==> src/rtl/mem_access_unit_if.sv <==
// mem_access_unit_if: word-wide req/ack data bus between the access stage and memory
interface mem_access_unit_if;
    logic        memReq;
    logic        memWe;
    logic [31:0] memAddr;
    logic [3:0]  memByteEn;
    logic [31:0] memWData;
    logic        memAck;
    logic [31:0] memRData;
    modport master (output memReq, memWe, memAddr, memByteEn, memWData, input memAck, memRData);
    modport slave (input memReq, memWe, memAddr, memByteEn, memWData, output memAck, memRData);
endinterface

==> src/rtl/mem_access_unit.sv <==
// mem_access_unit: multi-cycle LB/LW/SB/SW access stage with req/ack bus, timeout and stall output
module mem_access_unit #(
    parameter int TIMEOUT_CYCLES = 255,
    parameter int CNT_W = 8
) (
    input  logic        clk,
    input  logic        reset,
    input  logic        start,
    input  logic [31:0] instruction,
    input  logic [31:0] address,
    input  logic [31:0] storeData,
    output logic [31:0] memoryOut,
    output logic        busy,
    output logic        done,
    output logic        error,
    mem_access_unit_if.master bus
);
    localparam logic [5:0] OPC_LB = 6'h20;
    localparam logic [5:0] OPC_LW = 6'h23;
    localparam logic [5:0] OPC_SB = 6'h28;
    localparam logic [5:0] OPC_SW = 6'h2b;
    typedef enum logic [1:0] {IDLE, REQ, DONE} state_t;
    state_t state_q, state_d;
    logic [31:0] out_q, out_d, addr_q, addr_d, wdata_q, wdata_d;
    logic [3:0] be_q, be_d;
    logic req_q, req_d, we_q, we_d, done_q, done_d, error_q, error_d, byte_q, byte_d;
    logic [1:0] lane_q, lane_d;
    logic [CNT_W-1:0] cnt_q, cnt_d;
    logic [5:0] opc;
    logic is_word, is_store, is_mem, accept, timeout;
    logic [7:0] rbyte;
    always_comb begin
        opc = instruction[31:26];
        is_word = opc == OPC_LW || opc == OPC_SW;
        is_store = opc == OPC_SB || opc == OPC_SW;
        is_mem = is_word || opc == OPC_LB || opc == OPC_SB;
        accept = state_q == IDLE && start && is_mem && (!is_word || address[1:0] == 2'b00);
        timeout = TIMEOUT_CYCLES != 0 && cnt_q == CNT_W'(TIMEOUT_CYCLES - 1);
        // lane 0 is the most significant byte, so ~lane selects the byte offset
        rbyte = bus.memRData[{~lane_q, 3'b000} +: 8];
        state_d = state_q;
        out_d = out_q;
        addr_d = addr_q;
        wdata_d = wdata_q;
        be_d = be_q;
        req_d = req_q;
        we_d = we_q;
        byte_d = byte_q;
        lane_d = lane_q;
        cnt_d = cnt_q;
        done_d = 1'b0;
        error_d = 1'b0;
        case (state_q)
            IDLE: if (accept) begin
                state_d = REQ;
                req_d = 1'b1;
                we_d = is_store;
                addr_d = {address[31:2], 2'b00};
                be_d = is_word ? 4'b1111 : 4'b1000 >> address[1:0];
                wdata_d = !is_store ? 32'h0 : is_word ? storeData : {4{storeData[7:0]}};
                byte_d = !is_word;
                lane_d = address[1:0];
                cnt_d = '0;
            end else if (start) begin
                state_d = DONE;
                done_d = 1'b1;
                error_d = is_mem;
            end
            REQ: if (bus.memAck || timeout) begin
                state_d = DONE;
                req_d = 1'b0;
                cnt_d = '0;
                done_d = 1'b1;
                error_d = !bus.memAck;
                out_d = bus.memAck && !we_q ? (byte_q ? {{24{rbyte[7]}}, rbyte} : bus.memRData) : out_q;
            end else cnt_d = cnt_q + CNT_W'(1);
            default: state_d = IDLE;
        endcase
    end
    always_ff @(posedge clk or posedge reset) begin
        if (reset) begin
            state_q <= IDLE;
            out_q <= '0;
            addr_q <= '0;
            wdata_q <= '0;
            be_q <= '0;
            req_q <= 1'b0;
            we_q <= 1'b0;
            byte_q <= 1'b0;
            lane_q <= '0;
            cnt_q <= '0;
            done_q <= 1'b0;
            error_q <= 1'b0;
        end else begin
            state_q <= state_d;
            out_q <= out_d;
            addr_q <= addr_d;
            wdata_q <= wdata_d;
            be_q <= be_d;
            req_q <= req_d;
            we_q <= we_d;
            byte_q <= byte_d;
            lane_q <= lane_d;
            cnt_q <= cnt_d;
            done_q <= done_d;
            error_q <= error_d;
        end
    end
    assign memoryOut = out_q;
    assign done = done_q;
    assign error = error_q;
    assign busy = accept || state_q == REQ;
    assign bus.memReq = req_q;
    assign bus.memWe = we_q;
    assign bus.memAddr = addr_q;
    assign bus.memByteEn = be_q;
    assign bus.memWData = wdata_q;
endmodule

==> src/flat_wrapper.sv <==
// flat-port wrapper written by rule: the top's interface ports become plain ports
module mem_access_unit_flat 
#(
    parameter int TIMEOUT_CYCLES = 255,
    parameter int CNT_W = 8
)
  (clk, reset, start, instruction, address, storeData, memoryOut, busy, done, error, bus_memReq, bus_memWe, bus_memAddr, bus_memByteEn, bus_memWData, bus_memAck, bus_memRData);
  mem_access_unit_if bus_i ();
  input  logic clk;
  input  logic reset;
  input  logic start;
  input  logic [31:0] instruction;
  input  logic [31:0] address;
  input  logic [31:0] storeData;
  output logic [31:0] memoryOut;
  output logic busy;
  output logic done;
  output logic error;
  output wire logic [$bits(bus_i.memReq)-1:0] bus_memReq;
  output wire logic [$bits(bus_i.memWe)-1:0] bus_memWe;
  output wire logic [$bits(bus_i.memAddr)-1:0] bus_memAddr;
  output wire logic [$bits(bus_i.memByteEn)-1:0] bus_memByteEn;
  output wire logic [$bits(bus_i.memWData)-1:0] bus_memWData;
  input wire logic [$bits(bus_i.memAck)-1:0] bus_memAck;
  input wire logic [$bits(bus_i.memRData)-1:0] bus_memRData;
  assign bus_memReq = bus_i.memReq;
  assign bus_memWe = bus_i.memWe;
  assign bus_memAddr = bus_i.memAddr;
  assign bus_memByteEn = bus_i.memByteEn;
  assign bus_memWData = bus_i.memWData;
  assign bus_i.memAck = bus_memAck;
  assign bus_i.memRData = bus_memRData;
  mem_access_unit #(.TIMEOUT_CYCLES(TIMEOUT_CYCLES), .CNT_W(CNT_W)) u_core (.clk(clk), .reset(reset), .start(start), .instruction(instruction), .address(address), .storeData(storeData), .memoryOut(memoryOut), .busy(busy), .done(done), .error(error), .bus(bus_i));
endmodule
==> config.mk <==
export PLATFORM = sky130hd
export DESIGN_NAME = mem_access_unit_flat
export DESIGN_NICKNAME = d
export VERILOG_FILES = /design/src/rtl/mem_access_unit_if.sv /design/src/rtl/mem_access_unit.sv /design/src/flat_wrapper.sv
export SDC_FILE = /design/constraint.sdc
export NUM_CORES = 1
export LEC_CHECK = 0
export ABC_AREA = 1
export CORE_MARGIN = 2
export CORE_UTILIZATION = 38
export DETAILED_ROUTE_END_ITERATION = 8
export PLACE_DENSITY = 0.77
export SYNTH_ARGS = -nofsm -noshare
export SYNTH_HDL_FRONTEND = slang
export SYNTH_SLANG_ARGS = --single-unit
export TNS_END_PERCENT = 30
==> constraint.sdc <==
create_clock -name clk -period 3.9 [get_ports clk]
set_input_delay 0.78 -clock clk [delete_from_list [all_inputs] [get_ports clk]]
set_output_delay 0.78 -clock clk [all_outputs]
set_load 0.02 [all_outputs]
## Word level (Yosys, flattened, before mapping)

Index checks and enable logic that the tools add are counted.

- Register bits after elaboration: 115
- Latch bits: 0
- RAM bits: 0
- Memory bits (read-only): 0
- Logic and storage cells: 69
- Memories: 0

- $add $sub $neg: 1
- Multiply operators: 0
- Divide/modulo/power cells: 0
- Order comparisons: 0
- Equality and inequality tests: 9
- Shifts and indexed selects: 2
- Mux-type cells: 22
- Bitwise gates (word level): 1
- Reduce and logical (&&, ||, !) cells: 22

Operators with widths:

| kind | number |
|---|---|
| 32-bit two-way mux | 3 |
| 32-bit by 6-bit variable part select with 8-bit output | 1 |
| 6-bit equality test, second input constant | 4 |
| 8-bit two-way mux | 2 |
| 8-bit one-hot mux with 2 select lines | 1 |
| 8-bit by 1-bit adder with 8-bit output, second input constant | 1 |
| 8-bit equality test, second input constant | 1 |
| 1-bit two-way mux | 8 |
| 1-bit logical OR | 7 |
| 2-bit two-way mux | 3 |
| 1-bit one-hot mux with 2 select lines | 3 |
| 2-bit AND reduction | 3 |
| 3-bit AND reduction | 2 |
| 1-bit logical AND | 4 |
| 2-bit logical NOT | 2 |
| 4-bit two-way mux | 1 |
| 2-bit by 1-bit != test with 1-bit output, second input constant | 2 |
| 2-bit one-hot mux with 2 select lines | 1 |
| 4-bit by 2-bit >> shifter with 4-bit output, first input constant | 1 |
| 1-bit logical NOT | 3 |
| 3-bit by 2-bit != test with 1-bit output, second input constant | 1 |
| 2-bit by 1-bit equality test with 1-bit output, second input constant | 1 |
| 2-bit inverter | 1 |
| 2-bit nonzero test | 1 |

## Longest topological paths before layout

Gate-level depths: netlist of run 1.

- Depth in word-level cells: 8
- Depth in mapped cells: 9
- Gate-level depth less buffers: 9

## Worst setup path after synthesis of run 1

No wires, ideal clock.

- Path type: input-to-output
- From: in instruction[28]
- To: out busy
- Arrival time: 1,743 ps
- Required time: 3,120 ps
- Path slack: 1,377 ps
- Stages: 7
- Path buffers: 2
- Path through: nor2_2 nand2_2 nor2_2 nand3_2 buf_4 buf_6 nand2_1

- Word-level cells in the longest chain between the ends: 7
- Elaborated cells between the ends (all ways): 12

RTL lines:

| item | RTL line | RTL |
|---|---|---|
| start, declared | flat_wrapper.sv:12 | `input logic [31:0] instruction;` |
| 6-bit equality test | mem_access_unit.sv:34 | `is_word = opc == OPC_LW \|\| opc == OPC_SW;` |
| 1-bit logical OR | mem_access_unit.sv:34 |  |
| 1-bit logical OR (2 in a row) | mem_access_unit.sv:36 | `is_mem = is_word \|\| opc == OPC_LB \|\| opc == OPC_SB;` |
| 1-bit logical AND | mem_access_unit.sv:37 | `accept = state_q == IDLE && start && is_mem && (!is_word \|\| address[1:0] == 2'b00);` |
| 1-bit logical AND * | mem_access_unit.sv:37 |  |
| 1-bit logical OR * | mem_access_unit.sv:112 | `assign busy = accept \|\| state_q == REQ;` |
| end, declared | flat_wrapper.sv:16 | `output logic busy;` |

Every way passes the cells marked *; elsewhere a longest branch is shown, timed or not.

## Final worst setup path of run 1

- From: in address[0]
- To: out busy

- Word-level cells in the longest chain between the ends: 4

RTL lines:

| item | RTL line | RTL |
|---|---|---|
| start, declared | flat_wrapper.sv:13 | `input logic [31:0] address;` |
| 2-bit logical NOT | mem_access_unit.sv:37 |  |
| 1-bit logical OR | mem_access_unit.sv:37 |  |
| 1-bit logical AND | mem_access_unit.sv:37 |  |
| 1-bit logical OR | mem_access_unit.sv:112 |  |

No other way between the ends.

==> impl_metrics.json, run 1 <==
{
  "detailroute.wirelength.met2_mm": 7.420,
  "top_area_cell_type_share_of_the_netlist_area_pct": 53.49,
  "placementRows": 43,
  "seq_power_share_pct": 36.3,
  "p_per_area_mw_per_mm2": 510.3,
  "cts_root_buf": "sky130_fd_sc_hd__clkbuf_16",
  "postCtsSetupBuffers": 0,
  "portBuffers": 208,
  "pre_cts_ws_ns": 0.5923,
  "ys.warnings.count": 0,
  "rsz0062_at_grt": "false",
  "antenna_found_initial": 0,
  "fin_worst_skew_ns": 0.006151,
  "relSlewSlack_pct": 32.57,
  "rr_worst_depth": 5,
  "layout-drive-gt1-share_pct": 6.013,
  "switching_share_pct": 30.14,
  "fmaxAchievable_ghz": 0.3045,
  "core_mm2": 0.01388,
  "first_pass_iters": 5,
  "share_comb_of_total_power_pct": 25.9,
  "cpMaxStageDelayCell": "sky130_fd_sc_hd__clkdlybuf4s50_1",
  "transition_time_of_the_tightest_slew_check_pin_ns": 1.010,
  "synth.avg_cell_area_um2": 7.809,
  "hpwl_mm": 11.22,
  "final.setup.tns_ns": 0,
  "clkSinkCount": 115,
  "cp_data_arrival_time_ns": 2.50,
  "place_inst": 1046,
  "synth_sequential_area_ratio_pct": 53.49,
  "flow.area_growth_from_synthesis_pct": 51.23,
  "report.power.total_mw": 4.152,
  "grt_start_max_net_pins": 78,
  "dr.first_iter.drc_count": 419,
  "net_count_of_the_finished_layout": 1019,
  "synth_instances": 689,
  "critical_path_cell_count": 7,
  "final.setup.worst_slack_ns": 0.6155,
  "die_w_um": 123.0,
  "syn_area_mm2": 0.005380,
  "leakage_nw": 4.007,
  "cell_internal_pwr_mw": 2.901,
  "tritoncts_clock_tree": "yes",
  "netlist-cell-type-count": 26,
  "critical_path_class": "input port to output pin",
  "cell_chain_critical_path": "clkdlybuf4s50_1, nor2_1, inv_1, nand3_1, nand3_2, nand2_1, clkdlybuf4s50_1",
  "share_clk_of_total_power_pct": 37.8,
  "cp-start-kind": "input port",
  "design.portCount": 237,
  "detailroute.via_count": 5309,
  "drc": 0,
  "max_cap_viol_count": 0,
  "cts_hold_buffers": 0,
  "globalRoute.totalOverflow": 0,
  "cell_area_reported_after_detailed_placement_mm2": 0.007541,
  "dr.max_layer_used": "met4",
  "hold_class": "flop to flop",
  "grt_pass1_wl_mm": 25.10,
  "detail_route.vias_per_cell": 4.925,
  "critPathCaptureType": "output pin",
  "finalCoreUtilization_pct": 58.62,
  "dieArea_mm2": 0.01513,
  "run_status": "completed",
  "ys_ff_latch": 115,
  "wl_met1_mm": 6.832,
  "cts_made_buffers": 17,
  "post_cts_resized": 0,
  "largest_cells_by_area_after_synthesis": "sky130_fd_sc_hd__dfrtp_1 (53%), sky130_fd_sc_hd__nand2_1 (21%), sky130_fd_sc_hd__nand3_1 (5.9%), sky130_fd_sc_hd__a21oi_1 (5.3%), sky130_fd_sc_hd__nor2_1 (2.7%)",
  "antenna_left": 0,
  "num_antenna_cells": 0,
  "clock_tree.htree_level_count": 4,
  "power.ir.vdd_worst_v": 0.0003415,
  "grt_pass1_vias": 5052,
  "detail_route.wirelength_mm": 16.17,
  "finalWeightedCongestion": 0.8042,
  "buffering_stage_count_on_the_worst_path_with_inverters_included": 3,
  "insertion_delay_ns": 0.42,
  "fin_hold_ws_ns": 0.4677,
  "switchingPower_mw": 1.252,
  "critical-path-top-cell-by-count": "sky130_fd_sc_hd__clkdlybuf4s50_1",
  "finalSetupViolations": 0,
  "required_ns": 3.12,
  "clkTransAtPathRegs_ns": 0.05,
  "commonest_non_fill_non_tap_cell_in_the_layout": "sky130_fd_sc_hd__nand2_1",
  "most_frequent_cells_in_the_layout": "sky130_fd_sc_hd__nand2_1 (298), sky130_fd_sc_hd__clkdlybuf4s50_1 (208), sky130_fd_sc_hd__dfrtp_1 (115)",
  "critical-path-top-delay-family": "buffers and inverters",
  "finalCritPeriodShare_pct": 84.22,
  "final_design_area_no_fill_mm2": 0.008137,
  "dr_wl_met3_mm": 1.581,
  "fin_cells": 1078,
  "min_path_cells": 2,
  "path_max_fanout": 4,
  "max-clock-path-buffers": 2,
  "grt_util_all_layers_pct": 21.55,
  "fp.dieH_um": 123.0,
  "period_minus_slack_ns": 3.284,
  "critical_path.max_stage_delay_ns": 0.63,
  "post_drt_wl_per_cell_um": 15.00,
  "finalMaxSlewViolations": 0,
  "synth.largest_area_cell": "sky130_fd_sc_hd__dfrtp_1",
  "fillCellCount": 1279,
  "hold_violations": 0,
  "floorplan.initialDensity_pct": 38.76
}
## path summary, 6_finish.rpt
kind / slack (ns) / start / endpoint
max: 0.62 / address[0] / busy
min: 0.47 / u_core.bus.memByteEn[1] / u_core.bus.memByteEn[1]
min in group asynchronous: 0.82 / reset / u_core.memoryOut[13]
max in group asynchronous: 2.23 / reset / u_core.memoryOut[5]
min reg2reg: 0.47 / u_core.bus.memByteEn[1] / u_core.bus.memByteEn[1]
max reg2reg: 1.50 / u_core.lane_q[0] / u_core.memoryOut[18]
## registers in the layout (all words and copies together) (netlist names)
signal / cells
u_core.bus.memWe: 1
u_core.memoryOut: 32
u_core.bus.memByteEn: 4
u_core.byte_q: 1
u_core.cnt_q: 8
u_core.bus.memReq: 1
u_core.done: 1
u_core.lane_q: 2
u_core.state_q: 2
u_core.error: 1
u_core.bus.memAddr: 30
u_core.bus.memWData: 32
## kinds of logic after synthesis
family / share of synthesized area, %
and+or+nand+nor: 31.35
DFF: 53.49
AOI/OAI and AO/OA: 7.907
buffers and inverters: 6.395
xor gates and xnor gates: 0.3256
adders and majority gates: 0.4650
other: 0.06970
## worst register-to-register path, stage by stage (launching register included)
cell	delay, ns
sky130_fd_sc_hd__dfrtp_1	0.70
sky130_fd_sc_hd__inv_1	0.41
sky130_fd_sc_hd__o21ai_1	0.22
sky130_fd_sc_hd__nand2_1	0.06
sky130_fd_sc_hd__nand2_1	0.65
sky130_fd_sc_hd__a21oi_1	0.18
## area by class of cell
class	count	area (um2)	area share, %
sequential	115	2878	35.37
multi-input combinational	503	2170	26.66
timing repair buffer	217	2150	26.42
clock buffer	22	464.2	5.705
tap	180	225.2	2.768
clock inverter	10	131.4	1.615
inverter	31	118.9	1.461
## synthesized netlist by cell type, drive strengths merged
master	instances
nand2	300
inv	30
nand3	65
nor2	44
conb	1
buf	31
a21oi	57
clkbuf	10
o211ai	1
nor3	1
a21o	1
ha	2
dfrtp	115
nand4	3
xor2	2
o21ai	25
clkinv	1
## power groups by stage
stage	Sequential (mW)	Clock, mW	Combinational [mW]
3_3_place_gp	1.52	0	1.07
4_1_cts	1.51	1.60	1.08
6_report	1.51	1.57	1.07
5_1_grt	1.53	1.66	1.17
2_1_floorplan	1.69	0	0.360
3_5_place_dp	1.52	0	1.08
## routing by layer
metal	track usage, %	vias to the layer above
met2	33.43	232
met4	8.381	0
met5	0	-
met3	8.349	28
li1	-	2570
met1	27.17	2479
Note: power is estimated with default switching activity, not from simulation.
==> inputs of run 2 (changes only) <==
==> constraint.sdc (replaced) <==
create_clock -name clk -period 3 [get_ports clk]
set_input_delay 0.6 -clock clk [delete_from_list [all_inputs] [get_ports clk]]
set_output_delay 0.6 -clock clk [all_outputs]
set_load 0.02 [all_outputs]
==> impl_metrics.json, run 2 (synthesis gave the netlist of run 1 again) <==
{
  "r2r_start": "u_core.lane_q[0]",
  "run_status": "completed",
  "cp_data_arrival_time_ns": 2.27,
  "die_w_um": 123.0,
  "share_comb_of_total_power_pct": 26.0,
  "placementRows": 43,
  "drc": 0,
  "switching_share_pct": 29.84,
  "globalRouteMet1Util_pct": 27.99,
  "max_cap_viol_count": 0,
  "portBuffers": 208,
  "fillCellCount": 1247,
  "critical_path_class": "input port to output pin",
  "seq_power_share_pct": 35.9,
  "tritoncts_clock_tree": "yes",
  "floorplan.initialDensity_pct": 38.76,
  "insertion_delay_ns": 0.41,
  "switchingPower_mw": 1.631,
  "finalWeightedCongestion": 0.8302,
  "cts_hold_buffers": 0,
  "most_frequent_cells_in_the_layout": "sky130_fd_sc_hd__nand2_1 (298), sky130_fd_sc_hd__clkdlybuf4s50_1 (208), sky130_fd_sc_hd__dfrtp_1 (115)",
  "grt_util_met3_pct": 8.256,
  "antenna_found_initial": 0,
  "antenna_left": 0,
  "cell_internal_pwr_mw": 3.834,
  "commonest_non_fill_non_tap_cell_in_the_layout": "sky130_fd_sc_hd__nand2_1",
  "cp-start-kind": "input port",
  "critPathLaunch": "instruction[27]",
  "worstHoldStart": "u_core.bus.memAddr[16]",
  "grt_pass1_vias": 5007,
  "first_pass_iters": 7,
  "dr.first_iter.drc_count": 409,
  "fp.dieH_um": 123.0,
  "worst-r2r-setup-slack_ns": 1.18,
  "terminus_of_the_critical_flop_to_flop_path": "u_core.memoryOut[21]",
  "postCtsSetupBuffers": 0,
  "max-clock-path-buffers": 2,
  "design.portCount": 237,
  "globalRoute.totalOverflow": 0,
  "report.power.total_mw": 5.465,
  "grt_util_all_layers_pct": 21.57,
  "detail_route.vias_per_cell": 4.857,
  "flow.area_growth_from_synthesis_pct": 53.19,
  "post_drt_wl_per_cell_um": 14.73,
  "finalSetupViolations": 0,
  "leakage_nw": 4.058,
  "gr-usage-met2_pct": 32.73,
  "finalMaxSlewViolations": 0,
  "dieArea_mm2": 0.01513,
  "layer_with_the_highest_usage_after_global_routing": "met2",
  "period_minus_slack_ns": 2.866,
  "power.ir.vdd_worst_v": 0.0004532,
  "core_mm2": 0.01388,
  "required_ns": 2.40,
  "hold_class": "flop to flop",
  "cts_made_buffers": 17,
  "worst_hold_path.endpoint": "u_core.bus.memAddr[16]",
  "grt_start_max_net_pins": 116,
  "rsz0062_at_grt": "false",
  "post_cts_resized": 0,
  "fmaxAchievable_ghz": 0.3489,
  "path_max_fanout": 4,
  "clock_tree.htree_level_count": 4,
  "hold_violations": 0,
  "share_clk_of_total_power_pct": 38.1,
  "p_per_area_mw_per_mm2": 663.1,
  "num_antenna_cells": 0,
  "relSlewSlack_pct": 33.02,
  "detail_route.wirelength_mm": 15.99,
  "layout-drive-gt1-share_pct": 6.954,
  "detailroute.via_count": 5275,
  "critPathCaptureType": "output pin",
  "rr_worst_depth": 6,
  "clkSinkCount": 115,
  "transition_time_of_the_tightest_slew_check_pin_ns": 1.004,
  "final.setup.tns_ns": 0,
  "min_path_cells": 2,
  "finalCritPeriodShare_pct": 95.53,
  "hpwl_mm": 10.96,
  "cts_root_buf": "sky130_fd_sc_hd__clkbuf_16",
  "net_count_of_the_finished_layout": 1027,
  "grt_pass1_wl_mm": 25.10,
  "clkTransAtPathRegs_ns": 0.05,
  "fin_worst_skew_ns": 0.008537
}
## run 2: worst max-delay path: stages
cell and delay, ns:
sky130_fd_sc_hd__clkdlybuf4s50_1 0.51, sky130_fd_sc_hd__nand2_2 0.10, sky130_fd_sc_hd__inv_2 0.08, sky130_fd_sc_hd__nor2_2 0.05, sky130_fd_sc_hd__nor2_2 0.12, sky130_fd_sc_hd__nand3_2 0.10, sky130_fd_sc_hd__nand2_1 0.06, sky130_fd_sc_hd__clkdlybuf4s50_1 0.63
## run 2: metal layers
| metal | vias to the layer above | routed length [um] |
|---|---|---|
| li1 | 2583 | - |
| met1 | 2415 | 6726 |
| met2 | 249 | 7391 |
| met3 | 28 | 1578 |
| met4 | 0 | 296 |
| met5 | - | 0 |
## run 2: area by class of cell
class	instances	area [um2]	area share, %
Clock buffer	23	488.0	5.921
Clock inverter	9	126.4	1.533
Inverter	31	120.1	1.457
Multi-Input combinational cell	503	2170	26.32
Sequential cell	115	2878	34.92
Tap cell	180	225.2	2.733
Timing Repair Buffer	225	2235	27.11
## run 2: how the worst max path moves through the flow
stage	slack [ns]	endpoint	depth (start not counted)
global placement	0.14	busy	8
CTS	0.12	busy	8
finish	0.13	busy	8
global route	0.04	busy	8
detailed placement	0.12	busy	8
floorplan	0.84	busy	7
## run 2: per-stage QoR
stage / setup WS [ns] / instance area, um2 / std cells / hold slack, ns / util [%]
floorplan: 0.8371 / 5388 / 690 / 0.4912 / -
global placement: 0.1430 / 7627 / 1054 / 0.4526 / 54.95
CTS: 0.1185 / 8242 / 1086 / 0.4707 / 59.37
detailed placement: 0.1209 / 7627 / 1054 / 0.4576 / 54.95
global route: 0.04033 / 8242 / 1086 / 0.4942 / 59.37
finish: 0.1342 / 8242 / 1086 / 0.4680 / 59.37
## run 2: power by group through the flow
stage               clock network (mW)  registers, mW  logic, mW
floorplan                            0           2.20      0.468
global placement                     0           1.97       1.41
detailed placement                   0           1.98       1.42
CTS                               2.12           1.96       1.43
global route                      2.21           1.99       1.54
finish                            2.08           1.96       1.42
